`src/rtl/instruction_cache_pkg.sv`:
```
`default_nettype none
// ============================================================================
// Module      : instruction_cache_pkg
// Description : Shared geometry and state encodings for the instruction cache.
// Revision    : 1.0 - initial release
// ============================================================================
package instruction_cache_pkg;

    localparam int ICACHE_INDEX_WIDTH = 6;
    localparam int ICACHE_ADDR_WIDTH  = 18;
    localparam int ICACHE_TAG_WIDTH   = ICACHE_ADDR_WIDTH - 2 - ICACHE_INDEX_WIDTH;

    typedef enum logic [0:0] {
        ICACHE_IDLE = 1'b0,
        ICACHE_MISS = 1'b1
    } icache_state_t;

endpackage
`default_nettype wire

```
`src/rtl/icache_store.sv`:
```
`default_nettype none
// ============================================================================
// Module      : icache_store
// Description : Direct-mapped line storage: resettable valid bits plus tag and
//               data arrays, combinational lookup and synchronous fill port.
// Revision    : 1.0 - initial release
// ============================================================================
module icache_store
    import instruction_cache_pkg::*;
#(
    parameter int INDEX_WIDTH = ICACHE_INDEX_WIDTH,
    parameter int TAG_WIDTH   = ICACHE_TAG_WIDTH
) (
    input  logic                   clk,
    input  logic                   rst,
    input  logic [INDEX_WIDTH-1:0] i_rd_index,
    input  logic [TAG_WIDTH-1:0]   i_rd_tag,
    output logic                   o_rd_hit,
    output logic [31:0]            o_rd_data,
    input  logic                   i_wr_en,
    input  logic [INDEX_WIDTH-1:0] i_wr_index,
    input  logic [TAG_WIDTH-1:0]   i_wr_tag,
    input  logic [31:0]            i_wr_data
);

    localparam int c_LINES = 1 << INDEX_WIDTH;

    logic [c_LINES-1:0]   r_valid;
    logic [TAG_WIDTH-1:0] r_tag  [c_LINES];
    logic [31:0]          r_data [c_LINES];

    always_ff @(posedge clk) begin
        if (rst) begin
            r_valid <= '0;
        end else if (i_wr_en) begin
            r_valid[i_wr_index] <= 1'b1;
        end
    end

    // Tag and data contents are meaningless until the valid bit is set.
    always_ff @(posedge clk) begin
        if (i_wr_en) begin
            r_tag[i_wr_index]  <= i_wr_tag;
            r_data[i_wr_index] <= i_wr_data;
        end
    end

    assign o_rd_hit  = r_valid[i_rd_index] && (r_tag[i_rd_index] == i_rd_tag);
    assign o_rd_data = r_data[i_rd_index];

endmodule
`default_nettype wire

```
`src/rtl/instruction_cache.sv`:
```
`default_nettype none
// ============================================================================
// Module      : instruction_cache
// Description : Direct-mapped one-word-line instruction cache with a single
//               outstanding memory read and flush/stall support.
// Revision    : 1.0 - initial release
// ============================================================================
module instruction_cache
    import instruction_cache_pkg::*;
#(
    parameter int INDEX_WIDTH = ICACHE_INDEX_WIDTH,
    parameter int ADDR_WIDTH  = ICACHE_ADDR_WIDTH
) (
    input  logic        clk_in,
    input  logic        rst_in,
    input  logic        rdy_in,
    input  logic        flush,
    input  logic        dec_en,
    input  logic [31:0] dec_addr,
    output logic        dec_rdy,
    output logic [31:0] dec_data,
    output logic        mc_en,
    output logic [31:0] mc_addr,
    input  logic        mc_rdy,
    input  logic [31:0] mc_data
);

    localparam int c_TAG_WIDTH = ADDR_WIDTH - 2 - INDEX_WIDTH;

    icache_state_t r_state;
    icache_state_t w_state_next;
    logic          r_dec_rdy;
    logic          w_dec_rdy_next;
    logic [31:0]   r_dec_data;
    logic [31:0]   w_dec_data_next;
    logic          r_mc_en;
    logic          w_mc_en_next;
    logic [31:0]   r_mc_addr;
    logic [31:0]   w_mc_addr_next;
    logic          w_fill;
    logic          w_hit;
    logic [31:0]   w_line_data;

    logic [INDEX_WIDTH-1:0] w_req_index;
    logic [c_TAG_WIDTH-1:0] w_req_tag;
    logic                   w_unused_addr_bits;

    assign w_req_index        = dec_addr[INDEX_WIDTH+1:2];
    assign w_req_tag          = dec_addr[ADDR_WIDTH-1:INDEX_WIDTH+2];
    assign w_unused_addr_bits = ^{dec_addr[31:ADDR_WIDTH], dec_addr[1:0]};

    // The outstanding read address doubles as the latched fill index/tag.
    icache_store #(
        .INDEX_WIDTH (INDEX_WIDTH),
        .TAG_WIDTH   (c_TAG_WIDTH)
    ) u_store (
        .clk        (clk_in),
        .rst        (rst_in),
        .i_rd_index (w_req_index),
        .i_rd_tag   (w_req_tag),
        .o_rd_hit   (w_hit),
        .o_rd_data  (w_line_data),
        .i_wr_en    (w_fill && rdy_in && !rst_in),
        .i_wr_index (r_mc_addr[INDEX_WIDTH+1:2]),
        .i_wr_tag   (r_mc_addr[ADDR_WIDTH-1:INDEX_WIDTH+2]),
        .i_wr_data  (mc_data)
    );

    always_ff @(posedge clk_in) begin
        if (rst_in) begin
            r_state    <= ICACHE_IDLE;
            r_dec_rdy  <= 1'b0;
            r_dec_data <= '0;
            r_mc_en    <= 1'b0;
            r_mc_addr  <= '0;
        end else if (rdy_in) begin
            r_state    <= w_state_next;
            r_dec_rdy  <= w_dec_rdy_next;
            r_dec_data <= w_dec_data_next;
            r_mc_en    <= w_mc_en_next;
            r_mc_addr  <= w_mc_addr_next;
        end
    end

    always_comb begin
        w_state_next    = r_state;
        w_dec_rdy_next  = 1'b0;
        w_dec_data_next = r_dec_data;
        w_mc_en_next    = r_mc_en;
        w_mc_addr_next  = r_mc_addr;
        w_fill          = 1'b0;
        case (r_state)
            ICACHE_IDLE: begin
                // A request seen while the previous response is on the bus is the bubble.
                if (!flush && dec_en && !r_dec_rdy) begin
                    if (w_hit) begin
                        w_dec_rdy_next  = 1'b1;
                        w_dec_data_next = w_line_data;
                    end else begin
                        w_mc_en_next   = 1'b1;
                        w_mc_addr_next = {dec_addr[31:2], 2'b00};
                        w_state_next   = ICACHE_MISS;
                    end
                end
            end
            ICACHE_MISS: begin
                if (mc_rdy) begin
                    w_fill       = 1'b1;
                    w_mc_en_next = 1'b0;
                    w_state_next = ICACHE_IDLE;
                    if (!flush) begin
                        w_dec_rdy_next  = 1'b1;
                        w_dec_data_next = mc_data;
                    end
                end else if (flush) begin
                    w_mc_en_next = 1'b0;
                    w_state_next = ICACHE_IDLE;
                end
            end
            default: begin
                w_state_next = ICACHE_IDLE;
                w_mc_en_next = 1'b0;
            end
        endcase
    end

    assign dec_rdy  = r_dec_rdy;
    assign dec_data = r_dec_data;
    assign mc_en    = r_mc_en;
    assign mc_addr  = r_mc_addr;

endmodule
`default_nettype wire

```
`config.mk`:
```
export PLATFORM = sky130hd
export DESIGN_NAME = instruction_cache
export DESIGN_NICKNAME = d
export VERILOG_FILES = /design/src/rtl/instruction_cache_pkg.sv /design/src/rtl/icache_store.sv /design/src/rtl/instruction_cache.sv
export SDC_FILE = /design/constraint.sdc
export NUM_CORES = 2
export LEC_CHECK = 0
export ABC_AREA = 1
export BUFFER_PORTS_ARGS = -buffer_cell sky130_fd_sc_hd__buf_2
export CAP_MARGIN = 5
export CORE_MARGIN = 1.5
export CORE_UTILIZATION = 50
export DETAILED_ROUTE_END_ITERATION = 10
export MAX_ROUTING_LAYER = met4
export PLACE_DENSITY = 0.66
export SLEW_MARGIN = 25
export SYNTH_ARGS = -nofsm -noshare
export SYNTH_HDL_FRONTEND = slang
export SYNTH_SLANG_ARGS = --single-unit
```
`constraint.sdc`:
```
create_clock -name clk_in -period 4.9 [get_ports clk_in]
set_input_delay 0.98 -clock clk_in [delete_from_list [all_inputs] [get_ports clk_in]]
set_output_delay 0.98 -clock clk_in [all_outputs]
set_load 0.005 [all_outputs]
```
# Yosys cells after proc, flatten, opt, wreduce, memory -nomap -nowiden
# Memories as Yosys holds them, arrays and structs flattened.
# Index checks and enable logic that the tools add are counted.
dict set report totals {
  ff_bits 129
  latchBits 0
  ram_bits 2688
  romBits 0
  input_bits 70
  output_inout_bits 66
  mem_count 2
}
# name depth word_bits read_ports rd_clocked_by_memory_dff write_ports line_no
set mem_list {}
lappend mem_list {u_store.r_data 64 32 1 0 1 icache_store.sv:30} ;# logic [31:0] r_data [c_LINES];
lappend mem_list {u_store.r_tag 64 10 1 0 1 icache_store.sv:29} ;# logic [TAG_WIDTH-1:0] r_tag [c_LINES];
dict set report op_classes {
  addsub 0
  multipliers 0
  n_div 0
  order_cmp 3
  eq_ne 7
  n_shift 0
  n_mux 27
  bitwise_logic 3
  reduce_logical 12
}
# cell n
set op_table {}
lappend op_table {{two-way mux 32 bit} 4}
lappend op_table {{OR 64 bit} 1}
lappend op_table {{one-hot mux 32 bit (2 select lines)} 1}
lappend op_table {{two-way mux 1 bit} 17}
lappend op_table {{less-than comparator 6 x 7 -> 1 bit, second input constant} 2}
lappend op_table {{equality test 10 bit} 1}
lappend op_table {{inequality test 2 bit, second input constant} 4}
lappend op_table {{AND reduction 4 bit} 2}
lappend op_table {{binary-select mux 1 bit (select 6 bit)} 1}
lappend op_table {{demux 1 bit (select 6 bit)} 1}
lappend op_table {{>= comparator 6 x 1 -> 1 bit, second input constant} 1}
lappend op_table {{logical AND 1 bit} 6}
lappend op_table {{one-hot mux 1 bit (2 select lines)} 3}
lappend op_table {{AND reduction 5 bit} 1}
lappend op_table {{logical NOT 1 bit} 3}
lappend op_table {{inequality test 3 bit, second input constant} 1}
lappend op_table {{inequality test 2 x 1 -> 1 bit, second input constant} 1}
lappend op_table {{NOT 1 bit} 2}

# Depth between registers and ports, before layout
dict set report depth {
  depth_word 6
  mapped_depth 23
  depth_no_buf 20
}

# By module
# A second synthesis with hierarchy kept.
dict set report unflattened {
  hier_cells 8902
  hier_area_um2 111685.9
}
# mod n_inst cells_each area_each_um2 seq_area_each_um2
set by_module_without_submodules {}
lappend by_module_without_submodules {icache_store 1 8428 108601.7 81998.6}
lappend by_module_without_submodules {instruction_cache 1 474 3084.2 1301.2}

# Worst setup path after synthesis
# Ideal clock, no wire load.
dict set report synth_path {
  path_type {input -> register}
  startpoint {input rst_in}
  endpoint {memory u_store.r_data[14][0], enable pin}
  setup_time_ns 0.443
  t_arrival_ns 3.433
  t_required_ns 4.457
  path_slack_ns 1.024
  stages 8
  n_path_buf 1
  path_cell_list {clkbuf_1 -> clkinv_1 -> nand2_1 -> nor2_1 -> inv_1 -> nor2_1 -> inv_1 -> nor2_1}
}
dict set report synth_between {
  elab_chain_len 4
}
# item line_no
set synth_lines {}
lappend synth_lines {{start, declared} instruction_cache.sv:15} ;# input logic rst_in,
lappend synth_lines {{logical NOT 1 bit} instruction_cache.sv:63} ;# .i_wr_en (w_fill && rdy_in && !rst_in),
lappend synth_lines {{logical AND 1 bit} instruction_cache.sv:63}
lappend synth_lines {{two-way mux 1 bit} icache_store.sv:42} ;# if (i_wr_en) begin
lappend synth_lines {{two-way mux 1 bit (not written as such)} icache_store.sv:44} ;# r_data[i_wr_index] <= i_wr_data;
lappend synth_lines {{end, declared} icache_store.sv:30}
# Every way passes these cells.

# Worst setup path in the final report
dict set report layout_path {
  startpoint {input dec_addr[3]}
  endpoint {register r_dec_data[16] (netlist: dec_data[16])}
}
dict set report layout_between {
  elab_chain_len 5
  elab_cells_between_ends 11
}
# item line_no
set layout_lines {}
lappend layout_lines {{start, declared} instruction_cache.sv:19} ;# input logic [31:0] dec_addr,
lappend layout_lines {{memory (64 x 10 bit) or binary-select mux 1 bit (select 6 bit) (tied branches)} --}
lappend layout_lines {{equality test 10 bit or two-way mux 1 bit (tied branches)} icache_store.sv:48} ;# assign o_rd_hit = r_valid[i_rd_index] && (r_tag[i_rd_index] == i_rd_tag);
lappend layout_lines {{logical AND 1 bit} icache_store.sv:48}
lappend layout_lines {{inequality test 2 x 1 -> 1 bit (no line)} --}
lappend layout_lines {{AND reduction 5 bit (no line)} --}
lappend layout_lines {{end signal, assigned} instruction_cache.sv:79} ;# r_dec_data <= w_dec_data_next;
lappend layout_lines {{end, declared} instruction_cache.sv:34} ;# logic [31:0] r_dec_data;
# Several ways; a longest one is shown, not always the timed one. The select of a mux whose other input is x is not followed.
# A chain may end at the register's enable or synchronous reset.

==> metrics.md <==
| Metric | Value |
|---|---|
| Netlist cell types | 32 |
| Mapped Area | 0.111 mm^2 |
| Ranking of synthesized cells by area | edfxtp_1 73%, o21ai_0 5.9%, nor2_1 5.2% |
| Clock Pin Slew Worst Setup and Hold Paths | 0.06 ns |
| Via Count | 75448 |
| Die ar. | 0.225 mm^2 |
| P&R area growth vs syn | 12.6% |
| Post-synth top area share | 72.8% |
| Period utilization | 77.0% |
| Worst-Margin Slew | 1.07 ns |
| Initial DRT Pass Iterations | 6 |
| Fin. Hold Viols | 0 |
| Seq/Total Area, Yosys | 75.1% |
| Drt wl/cell | 27.8 um |
| F_max | 265 MHz |
| Num CTS Buffers | 298 |
| Setup TNS | 0 ns |
| Core area | 0.220 mm^2 |
| Post-CTS Resized | 0 |
| Worst path cell trace | buf_8 > inv_8 > buf_12 > nand3_1 > nand3_1 > nand2_1 > nand2_1 > nand2_1 > nand2_1 > nand3_1 > nand3_1 > nand2_1 > nor2_1 > nand2_1 > nor2_1 > nand3_2 > nand2_1 > nand2_1 > nand2_1 > nor2_1 |
| DPL Wire Length | 173000 um |
| Crit start category | primary input |
| Outcome | finished clean |
| Number of max-cap violations | 0 |
| Clock sinks | 2817 |
| IO Count | 136 |
| Max Buffers Root-to-Sink | 4 |
| Die Y | 474 um |
| Slew margin rel. | 28.7% |
| CTS Root Cell | clkbuf_16 |
| Mapped Avg Cell Area | 12.6 um^2 |
| Tightest Hold Check Type | in2reg |
| Rows | 172 |
| Worst path slowest cell | nand2_1 |
| Setup bufs post-CTS | 0 |
| Syn Inst Count | 8777 |
| Final wirelength | 334000 um |
| First-pass GRT wire length | 479000 um |
| # setup viols final | 0 |
| Gr usage total | 30.2% |
| Via/cell ratio | 6.28 |
| Setup repair after global routing missed its margin | no |
| CP most frequent cell | nand2_1 |
| Top cell type by total area after synthesis | edfxtp_1 |
| WP data arrival | 4.60 ns |
| CTS H-Tree Depth | 5 |
| Share of cells above drive strength 1 | 9.91% |
| Final min period | 3.77 ns |
| Most frequent cells in the layout | 2688 x edfxtp_1, 1471 x nor2_1, 1302 x o21ai_0 |
| Pre-CTS WS | 0.291 ns |
| Initial antenna violation count | 8 |
| 1st-iter DRT viols | 11136 |
| DRC | 0 |
| Endpoint class of the critical path | register |
| Latest clock arrival within the worst-skew pair | 0.94 ns |
| YS warnings | 0 |
| Port bufs | 131 |
| Maximum VDD drop | 0.000374 V |
| CP required | 5.73 ns |
| CTS hold repair buffers | 0 |
| Die width | 474 um |
| Crit path kind | in2reg |
| Slew Limit Fails | 0 |
| GPL Wtd Cong | 0.838 |
| #FFs+latches synth | 2817 |
| Vias in the first global route | 70653 |
| Leak | 0.0413 uW |
| Crit-path max FO | 57 |
| Slowest cell delay on critical path | 0.45 ns |
| Most common cell after layout, fill and taps aside | edfxtp_1 |
| PnR worst setup slack | 1.13 ns |
| Final net count | 8918 |
| Overflow left after global routing | 0 |
| Pwr Total | 50000 uW |
| TritonCTS clock tree | done |
| Largest net degree at the start of global routing | 151 |
| Power Density | 400 mW/mm^2 |
| Final Skew | 0.0557 ns |
| ANT nets after route | 0 |
| Initial Util | 50.4% |
cells by family (layout without fill, tap and decap cells):
| kind of cell | Yosys count | count (layout) | synth area share, % |
|---|---|---|---|
| AO/OA/AOI/OAI | 2034 | 2034 | 10.2 |
| buffers and inverters | 695 | 969 | 2.72 |
| flip-flops | 2817 | 2817 | 75.1 |
| multiplexers | 1 | 1 | 0.00903 |
| other | 1 | 11 | 0.00338 |
| AND/OR/NAND/NOR | 3229 | 3229 | 11.9 |
critical path: cells and delay by family:
kind,cells,cell delay [ns]
and+or+nand+nor,17,2.63
buffers and inverters,3,0.86
cell type report:
class | instances | area [um^2]
inverters | 56 | 246
flip-flops and latches | 2817 | 83300
diodes | 9 | 22.5
multi-input cells | 5266 | 25000
fillers | 17439 | 95100
clock buffers | 366 | 7900
repair buffers | 409 | 3660
clock inverters | 138 | 988
well taps | 2958 | 3700
worst paths after layout:
path,startpoint,end,slack [ns],cells after the start
hold reg to reg,mc_addr[28],mc_addr[28],0.46,2
setup / recovery,dec_addr[3],dec_data[16],1.13,20
setup reg to reg,r_state,u_store.r_tag[4][2],1.39,10
hold / removal,dec_addr[27],mc_addr[27],0.31,3
synthesized netlist by cell type:
master and count:
o21ai_1 10, mux2i_1 1, or2_2 14, and2_1 8, inv_2 3, nor3_1 9
o32ai_1 2, o221ai_1 92, nand3_2 1, dfxtp_1 129, nand3b_1 17, inv_1 49
o311ai_1 6, buf_4 36, buf_1 26, buf_6 4, o31ai_1 2, a21oi_1 55
nand3_1 746, o311ai_0 1, conb_1 1, edfxtp_1 2688, o21bai_1 3, nor2_1 1535
clkinv_1 4, a31oi_1 3, o22ai_1 509, o211ai_1 48, buf_2 191, o21ai_0 1303
nand2_1 899, clkbuf_1 382
through the flow:
step                      instance area, um^2  instances  util, %  hold slack (ns)
after global routing                   125000      12016     56.8            0.306
after global placement                 116000      11506     52.7            0.447
after CTS                              125000      12010     56.7            0.255
after floorplan                        111000       8778        -            0.440
final                                  125000      12019     56.8            0.311
after detailed placement               116000      11506     52.7            0.457
flip-flops by register name, indices dropped and copies added, names as in the netlist:
name,cells
r_state,1
dec_data,32
dec_rdy,1
u_store.r_data,2048
u_store.r_valid,64
mc_addr,30
mc_en,1
u_store.r_tag,640
metal layers:
layer,wire length [um],vias to the layer above,track usage [%]
met2,154000,4799,45.3
li1,-,32469,-
met3,36600,802,5.50
met5,0,-,-
met4,16100,0,13.6
met1,128000,37378,40.4
power by group:
part / internal (uW) / total, uW / switching, uW / leakage, uW
combinational: 698 / 2610 / 1920 / 0.0109
sequential: 26300 / 26400 / 36.8 / 0.0260
clock: 12000 / 21000 / 8960 / 0.00435
No activity file was read; power rests on OpenSTA's default activity.
